===== src/rtl/ula_if.sv =====
// Operand/opcode/result bundle between the board inputs and the ALU.
interface ula_if;
  logic [3:0] switchs;
  logic [3:0] A;
  logic [3:0] B;
  logic [7:0] saida;

  // Board side drives the operation and operands and reads the result.
  modport master (
    output switchs,
    output A,
    output B,
    input  saida
  );

  // ALU side.
  modport slave (
    input  switchs,
    input  A,
    input  B,
    output saida
  );
endinterface


===== src/rtl/ula.sv =====
// 4-bit ALU with 16 operations and a single registered 8-bit result.
module ula (
  input  logic   clk,
  input  logic   rst,
  ula_if.slave   bus
);

  logic [7:0] a8;
  logic [7:0] b8;
  logic [7:0] res;
  logic [7:0] saida_q;

  assign a8 = {4'b0, bus.A};
  assign b8 = {4'b0, bus.B};

  // Combinational result for the current opcode and operands.
  always_comb begin
    res = 8'h00;
    unique case (bus.switchs)
      4'b0000: res = a8 + b8;
      4'b0001: res = a8 - b8;
      4'b0010: res = a8 * b8;
      4'b0011: begin
        // Divide by zero reports the dividend as remainder and all-ones quotient.
        if (bus.B == 4'h0) res = {bus.A, 4'hF};
        else               res = {bus.A % bus.B, bus.A / bus.B};
      end
      4'b0100: res = {4'b0, bus.A & bus.B};
      4'b0101: res = {4'b0, bus.A | bus.B};
      4'b0110: res = {4'b0, bus.A ^ bus.B};
      4'b0111: res = {4'b0, ~(bus.A & bus.B)};
      4'b1000: res = {4'b0, ~(bus.A | bus.B)};
      4'b1001: res = {4'b0, ~(bus.A ^ bus.B)};
      4'b1010: res = {4'b0, ~bus.A};
      // Shift counts past the register width naturally produce zero.
      4'b1011: res = a8 << bus.B;
      4'b1100: res = a8 >> bus.B;
      4'b1101: res = {5'b0, bus.A < bus.B, bus.A > bus.B, bus.A == bus.B};
      4'b1110: res = a8 + 8'd1;
      4'b1111: res = a8 - 8'd1;
    endcase
  end

  // Result register; reset takes priority over any operation.
  always_ff @(posedge clk) begin
    if (rst) saida_q <= 8'h00;
    else     saida_q <= res;
  end

  assign bus.saida = saida_q;

endmodule


===== src/flat_wrapper.sv =====
// flat-port wrapper written by rule: the top's interface ports become plain ports
module ula_flat 
  (clk, rst, bus_switchs, bus_A, bus_B, bus_saida);
  ula_if bus_i ();
  input  logic clk;
  input  logic rst;
  input wire logic [$bits(bus_i.switchs)-1:0] bus_switchs;
  input wire logic [$bits(bus_i.A)-1:0] bus_A;
  input wire logic [$bits(bus_i.B)-1:0] bus_B;
  output wire logic [$bits(bus_i.saida)-1:0] bus_saida;
  assign bus_i.switchs = bus_switchs;
  assign bus_i.A = bus_A;
  assign bus_i.B = bus_B;
  assign bus_saida = bus_i.saida;
  ula u_core (.clk(clk), .rst(rst), .bus(bus_i));
endmodule

===== config.mk =====
export PLATFORM = sky130hd
export DESIGN_NAME = ula_flat
export DESIGN_NICKNAME = d
export VERILOG_FILES = /design/src/rtl/ula_if.sv /design/src/rtl/ula.sv /design/src/flat_wrapper.sv
export SDC_FILE = /design/constraint.sdc
export NUM_CORES = 1
export LEC_CHECK = 0
export CELL_PAD_IN_SITES_DETAIL_PLACEMENT = 1
export CELL_PAD_IN_SITES_GLOBAL_PLACEMENT = 1
export CORE_MARGIN = 5
export CORE_UTILIZATION = 45
export CTS_BUF_LIST = sky130_fd_sc_hd__clkbuf_8
export CTS_CLUSTER_DIAMETER = 100
export DETAILED_ROUTE_END_ITERATION = 10
export PLACE_DENSITY_LB_ADDON = 0.05
export SLEW_MARGIN = 15
export SYNTH_ARGS = -nofsm -noshare
export SYNTH_HDL_FRONTEND = slang
export SYNTH_SLANG_ARGS = --single-unit

===== constraint.sdc =====
create_clock -name clk -period 8 [get_ports clk]
set_clock_uncertainty 0.2 [all_clocks]
set_input_delay 1.6 -clock clk [delete_from_list [all_inputs] [get_ports clk]]
set_output_delay 1.6 -clock clk [all_outputs]
set_load 0.03 [all_outputs]

* Yosys cells after proc, flatten, opt, wreduce, memory -nomap -nowiden
Index checks and enable logic that the tools add are counted.
** Cells by class
- Reductions and logical operators :: 2
- Divide/modulo/power cells :: 2
- Shifts and indexed selects :: 2
- Multiplexer cells :: 2
- $add $sub $neg :: 4
- Bitwise gates (word level) :: 7
- Multipliers :: 1
- Eq/ne operators :: 16
- Order comparisons :: 2
** Operators with widths (count)
- case mux 8 bit (16 select lines) :: 1
- equality test 4 bit, second input constant :: 8
- equality test 4 x 3 -> 1 bit, second input constant :: 4
- NOT 4 bit :: 4
- equality test 4 x 2 -> 1 bit, second input constant :: 2
- logical NOT 4 bit :: 2
- multiplier 4 x 4 -> 8 bit :: 1
- 2-to-1 mux 8 bit :: 1
- left shift 4 x 4 -> 8 bit :: 1
- right shift 4 x 4 -> 8 bit :: 1
- adder 4 x 1 -> 5 bit, second input constant :: 1
- adder 4 x 4 -> 5 bit :: 1
- subtractor 4 x 1 -> 5 bit, second input constant :: 1
- subtractor 4 x 4 -> 5 bit :: 1
- bitwise AND 4 bit :: 1
- divider 4 x 4 -> 4 bit :: 1
- equality test 4 x 1 -> 1 bit, second input constant :: 1
- equality test 4 bit :: 1
- > comparator 4 bit :: 1
- < comparator 4 bit :: 1
- modulo 4 x 4 -> 4 bit :: 1
- OR 4 bit :: 1
- bitwise XOR 4 bit :: 1
** Word-level totals
- Register bits :: 8
- Output and inout port bits :: 8
- Bits of input ports :: 14
- Logic and storage cells :: 39

* Depth between registers and ports, before layout
- Word-level depth :: 3
- Gate-level depth with buffers :: 21
- Gate-level depth less buffers :: 20

* Least setup slack after synthesis
No wires, ideal clock.
- Path kind :: input to register
- From :: in bus_B[0]
- To :: reg u_core.saida_q[6] (netlist: u_core.bus.saida[6])
- Library setup time :: 122 ps
- Stages on the path :: 19
- Buffers on the path :: 1
- Arrival time :: 5728 ps
- Slack :: 1950 ps
- Data required time :: 7678 ps
- Path through :: buf_2 > inv_1 > ha_1 > or4b_1 > a22oi_2 > ha_1 > nor4b_1 > o21ai_0 > o21a_1 > ha_1 > o211ai_1 > a21oi_1 > mux2_2 > ha_1 > o21ai_0 > a31oi_1 > or2_2 > o2111a_1 > a311o_1
** On the way
- Longest elaborated chain between the ends :: 3
- Elaborated cells between the ends (all ways) :: 8
- Those cells by class :: add/sub (1); mul (1); div (1); shift (2); mux (2); reduce/logical (1)
** RTL lines
- from (decl) :: RTL line flat_wrapper.sv:9 : input wire logic [$bits(bus_i.B)-1:0] bus_B;
- modulo 4 x 4 -> 4 bit or logical NOT 4 bit (tied branches) :: RTL line ula.sv:26, ula.sv:25
- 2-to-1 mux 8 bit :: RTL line ula.sv:25 : if (bus.B == 4'h0) res = {bus.A, 4'hF};
- case mux 8 bit (16 select lines) * :: RTL line ula.sv:19 : unique case (bus.switchs)
- to (signal assigned) :: RTL line ula.sv:47 : else saida_q <= res;
- to (decl) :: RTL line ula.sv:11 : logic [7:0] saida_q;
Every way passes the cells marked *; elsewhere a longest branch is shown, timed or not.
A chain may end at the register's enable or synchronous reset.

* Worst setup path in the final report
Same ends and word-level chain as after synthesis.

==> impl_metrics.env <==
export IMPL_outcome="finished clean"
export IMPL_cts_buffer_depth=2
export IMPL_hold_slack_ns=1.92
export IMPL_syn_cell_area_um2=2480
export IMPL_drv_slew=0
export IMPL_gp_congestion=0.970
export IMPL_fmax_mhz=147
export IMPL_total_power_uw=279
export IMPL_path_max_fanout=19
export IMPL_start_util=0.456
export IMPL_cts_tree="done"
export IMPL_end_kind="register"
export IMPL_grt_busiest_layer="met2"
export IMPL_startpoint="bus_B[0]"
export IMPL_route_detailed_drc=0
export IMPL_rsz0062_at_grt="no"
export IMPL_ant_nets=0
export IMPL_routed_wl_mm=8.88
export IMPL_diodes=0
export IMPL_final_core_util=0.517
export IMPL_postCtsHoldBufs=0
export IMPL_hold_path_depth=2
export IMPL_antenna_found_initial=0
export IMPL_setup_viol=0
export IMPL_nets=422
export IMPL_synth_top_cell_area_share=0.222
export IMPL_tightestPinTransition_ns=0.889
export IMPL_synth_largest_area_cell="ha_1"
export IMPL_p_leak_nw=1.19
export IMPL_clock_sinks=8
export IMPL_worst_endpoint_required_ns=7.92
export IMPL_grtUsageMet2=0.421
export IMPL_met3_usage=0.0314
export IMPL_critPathKind="input port to register"
export IMPL_post_route_min_period_ns=6.80
export IMPL_worstSetupStartpointType="input port"
export IMPL_switching_share=0.464
export IMPL_largest_reg_flops=8
export IMPL_post_dp_hpwl_mm=6.85
export IMPL_pwr_share_comb=0.657
export IMPL_cts_htree_levels=1
export IMPL_drv_cap=0
export IMPL_grt_max_degree=26
export IMPL_hp_class="input port to register"
export IMPL_synth_area_leaders="ha_1 22%, dfxtp_1 6.5%, fa_1 5.6%"
export IMPL_syn_area_per_cell_um2=7.34
export IMPL_use_met1=0.349
export IMPL_synth_edff_count=0
export IMPL_cp_arrival_ns=6.73
export IMPL_core_um2=5440
export IMPL_endpoint="u_core.bus.saida[6]"
export IMPL_die_x_um=84.3
export IMPL_die_area_um2=7100
export IMPL_seq_area_frac_synth=0.0645
export IMPL_pin_count=22
export IMPL_cts_made_buffers=3
export IMPL_syn2layout_area_growth_pct=13.3
export IMPL_die_h_um=84.3
export IMPL_grt_first_pass_wirelength_mm=15.0
export IMPL_syn_nets=403
export IMPL_ys_seq_elements=8
export IMPL_cts_root_buf="clkbuf_8"
export IMPL_slew_headroom=0.406
export IMPL_vias=2701
export IMPL_synth_main_ff_cell="dfxtp_1"
export IMPL_synthArstFlopShare=0
export IMPL_tns_ns=0
export IMPL_post_route_period_util=0.851
export IMPL_cts_clk_slew_worst_paths_ns=0.04
export IMPL_avgRoutedWirePerCell_um=20.8
export IMPL_track_usage=0.259
export IMPL_hold_viol=0
export IMPL_grt_pass1_vias=2847
export IMPL_power_switching_uw=129
export IMPL_core_rowCount=27
export IMPL_drt_iter0_drc=171
export IMPL_syn_inst=338
export IMPL_clkPwrFrac=0.185
export IMPL_drt_pass1_iter_count=4
export IMPL_postCtsSetupBuffers=0
export IMPL_grt_ovfl_total=0
export IMPL_ys_warn_count=0
export IMPL_vias_per_cell=6.33
export IMPL_p_int_uw=150
export IMPL_final_layout_size_suffix_gt1_frac=0.0507
export IMPL_power_density_nw_per_um2=99.2
export IMPL_pwr_share_seq=0.158
export IMPL_ctsResizeCount=0
export IMPL_numPortBuffers=21
export IMPL_peakVddDrop_mv=0.0617
export IMPL_synth_cell_type_count=63
[cell usage in the layout, fill, tap and decap left out, types with 3 or more instances in the layout]
cell,synthesis,final
nor2b_1,9,9
o22ai_1,6,6
a31oi_1,5,5
fa_1,7,7
a221oi_1,6,6
and2_1,4,4
a211oi_1,4,4
a211o_1,3,3
nor2_1,33,33
xor2_1,6,6
xnor2_1,6,6
inv_1,27,27
nand4b_1,3,3
clkdlybuf4s50_1,0,21
nand2_1,25,25
o211ai_1,5,5
nor4_1,9,9
ha_1,44,44
mux2_2,3,3
clkbuf_8,0,3
o21ai_0,20,20
a21oi_1,24,24
nor3_1,5,5
nand3_1,7,7
nand2b_1,9,9
buf_4,1,7
dfxtp_1,8,8
o21a_1,4,4
[critical path: stages]
cell	delay (ns)
clkdlybuf4s50_1	0.41
buf_4	0.21
inv_1	0.24
ha_1	0.22
or4b_1	0.46
a22oi_2	0.16
ha_1	0.30
nor4b_1	0.31
o21ai_0	0.14
o21a_1	0.14
ha_1	0.33
o211ai_1	0.10
a21oi_1	0.25
mux2_2	0.40
ha_1	0.33
o21ai_0	0.21
a31oi_1	0.09
or2_2	0.32
o2111a_1	0.24
a311o_1	0.26
[logic make-up after synthesis]
| kind of cell | Yosys count | share of synthesized area |
|---|---|---|
| simple gates | 115 | 0.233 |
| compound gates | 105 | 0.286 |
| fa+ha+maj | 51 | 0.278 |
| buf+inv | 42 | 0.0681 |
| xor+xnor | 12 | 0.0424 |
| flops | 8 | 0.0645 |
| mux | 5 | 0.0267 |
[worst min path at each step]
stage               startpoint                  end  slack [ns]
finish                     rst  u_core.bus.saida[2]        1.92
global route               rst  u_core.bus.saida[2]        1.96
CTS                        rst  u_core.bus.saida[2]        1.91
detailed placement         rst  u_core.bus.saida[2]        2.15
global placement           rst  u_core.bus.saida[2]        2.16
floorplan                  rst  u_core.bus.saida[3]        1.47
[cell type report]
cell class	instances	area [um^2]
inverter	28	105
clock buffer	3	41.3
tap	72	90.1
multi-input combinational	288	2150
timing repair buffer	28	263
sequential	8	160
fill	694	2630
[power by group through the flow]
stage | logic [mW] | registers [mW] | clock network (mW)
after CTS | 0.182 | 0.0441 | 0.0526
final | 0.183 | 0.0441 | 0.0516
after global placement | 0.176 | 0.0448 | 0
after global routing | 0.204 | 0.0446 | 0.0545
after detailed placement | 0.180 | 0.0449 | 0
after floorplan | 0.117 | 0.0512 | 0
[through the flow]
| stage | worst slack [ns] | cell area [um^2] | instances |
|---|---|---|---|
| 6_report | 1.20 | 2810 | 427 |
| 5_1_grt | 0.766 | 2810 | 427 |
| 4_1_cts | 1.24 | 2810 | 427 |
| 3_5_place_dp | 1.02 | 2770 | 424 |
| 3_3_place_gp | 1.26 | 2770 | 424 |
| 2_1_floorplan | 1.95 | 2480 | 338 |
[Yosys cell counts (all sizes together) (2+ instances only)]
library cell / instances
ha: 44
inv: 27
fa: 7
a21oi: 24
a311oi: 2
o21ai: 21
nand4b: 3
a21boi: 3
nand4: 2
a21o: 2
nor2: 33
a31oi: 5
xnor2: 6
clkbuf: 6
a32oi: 2
and2: 4
o22a: 2
nand3: 7
buf: 8
nor2b: 9
xor2: 6
a211oi: 4
nor3: 5
a2111oi: 2
a221oi: 6
or2: 3
nand2: 26
nor4: 9
nand2b: 9
a211o: 3
dfxtp: 8
o22ai: 6
o211ai: 5
o21a: 4
mux2: 3
[metal layers]
layer	vias to the layer above	wire, um
li1	1279	-
met1	1305	4120
met2	91	4060
met3	26	415
met4	0	282
met5	-	0
No activity file was read; power rests on OpenSTA's default activity.
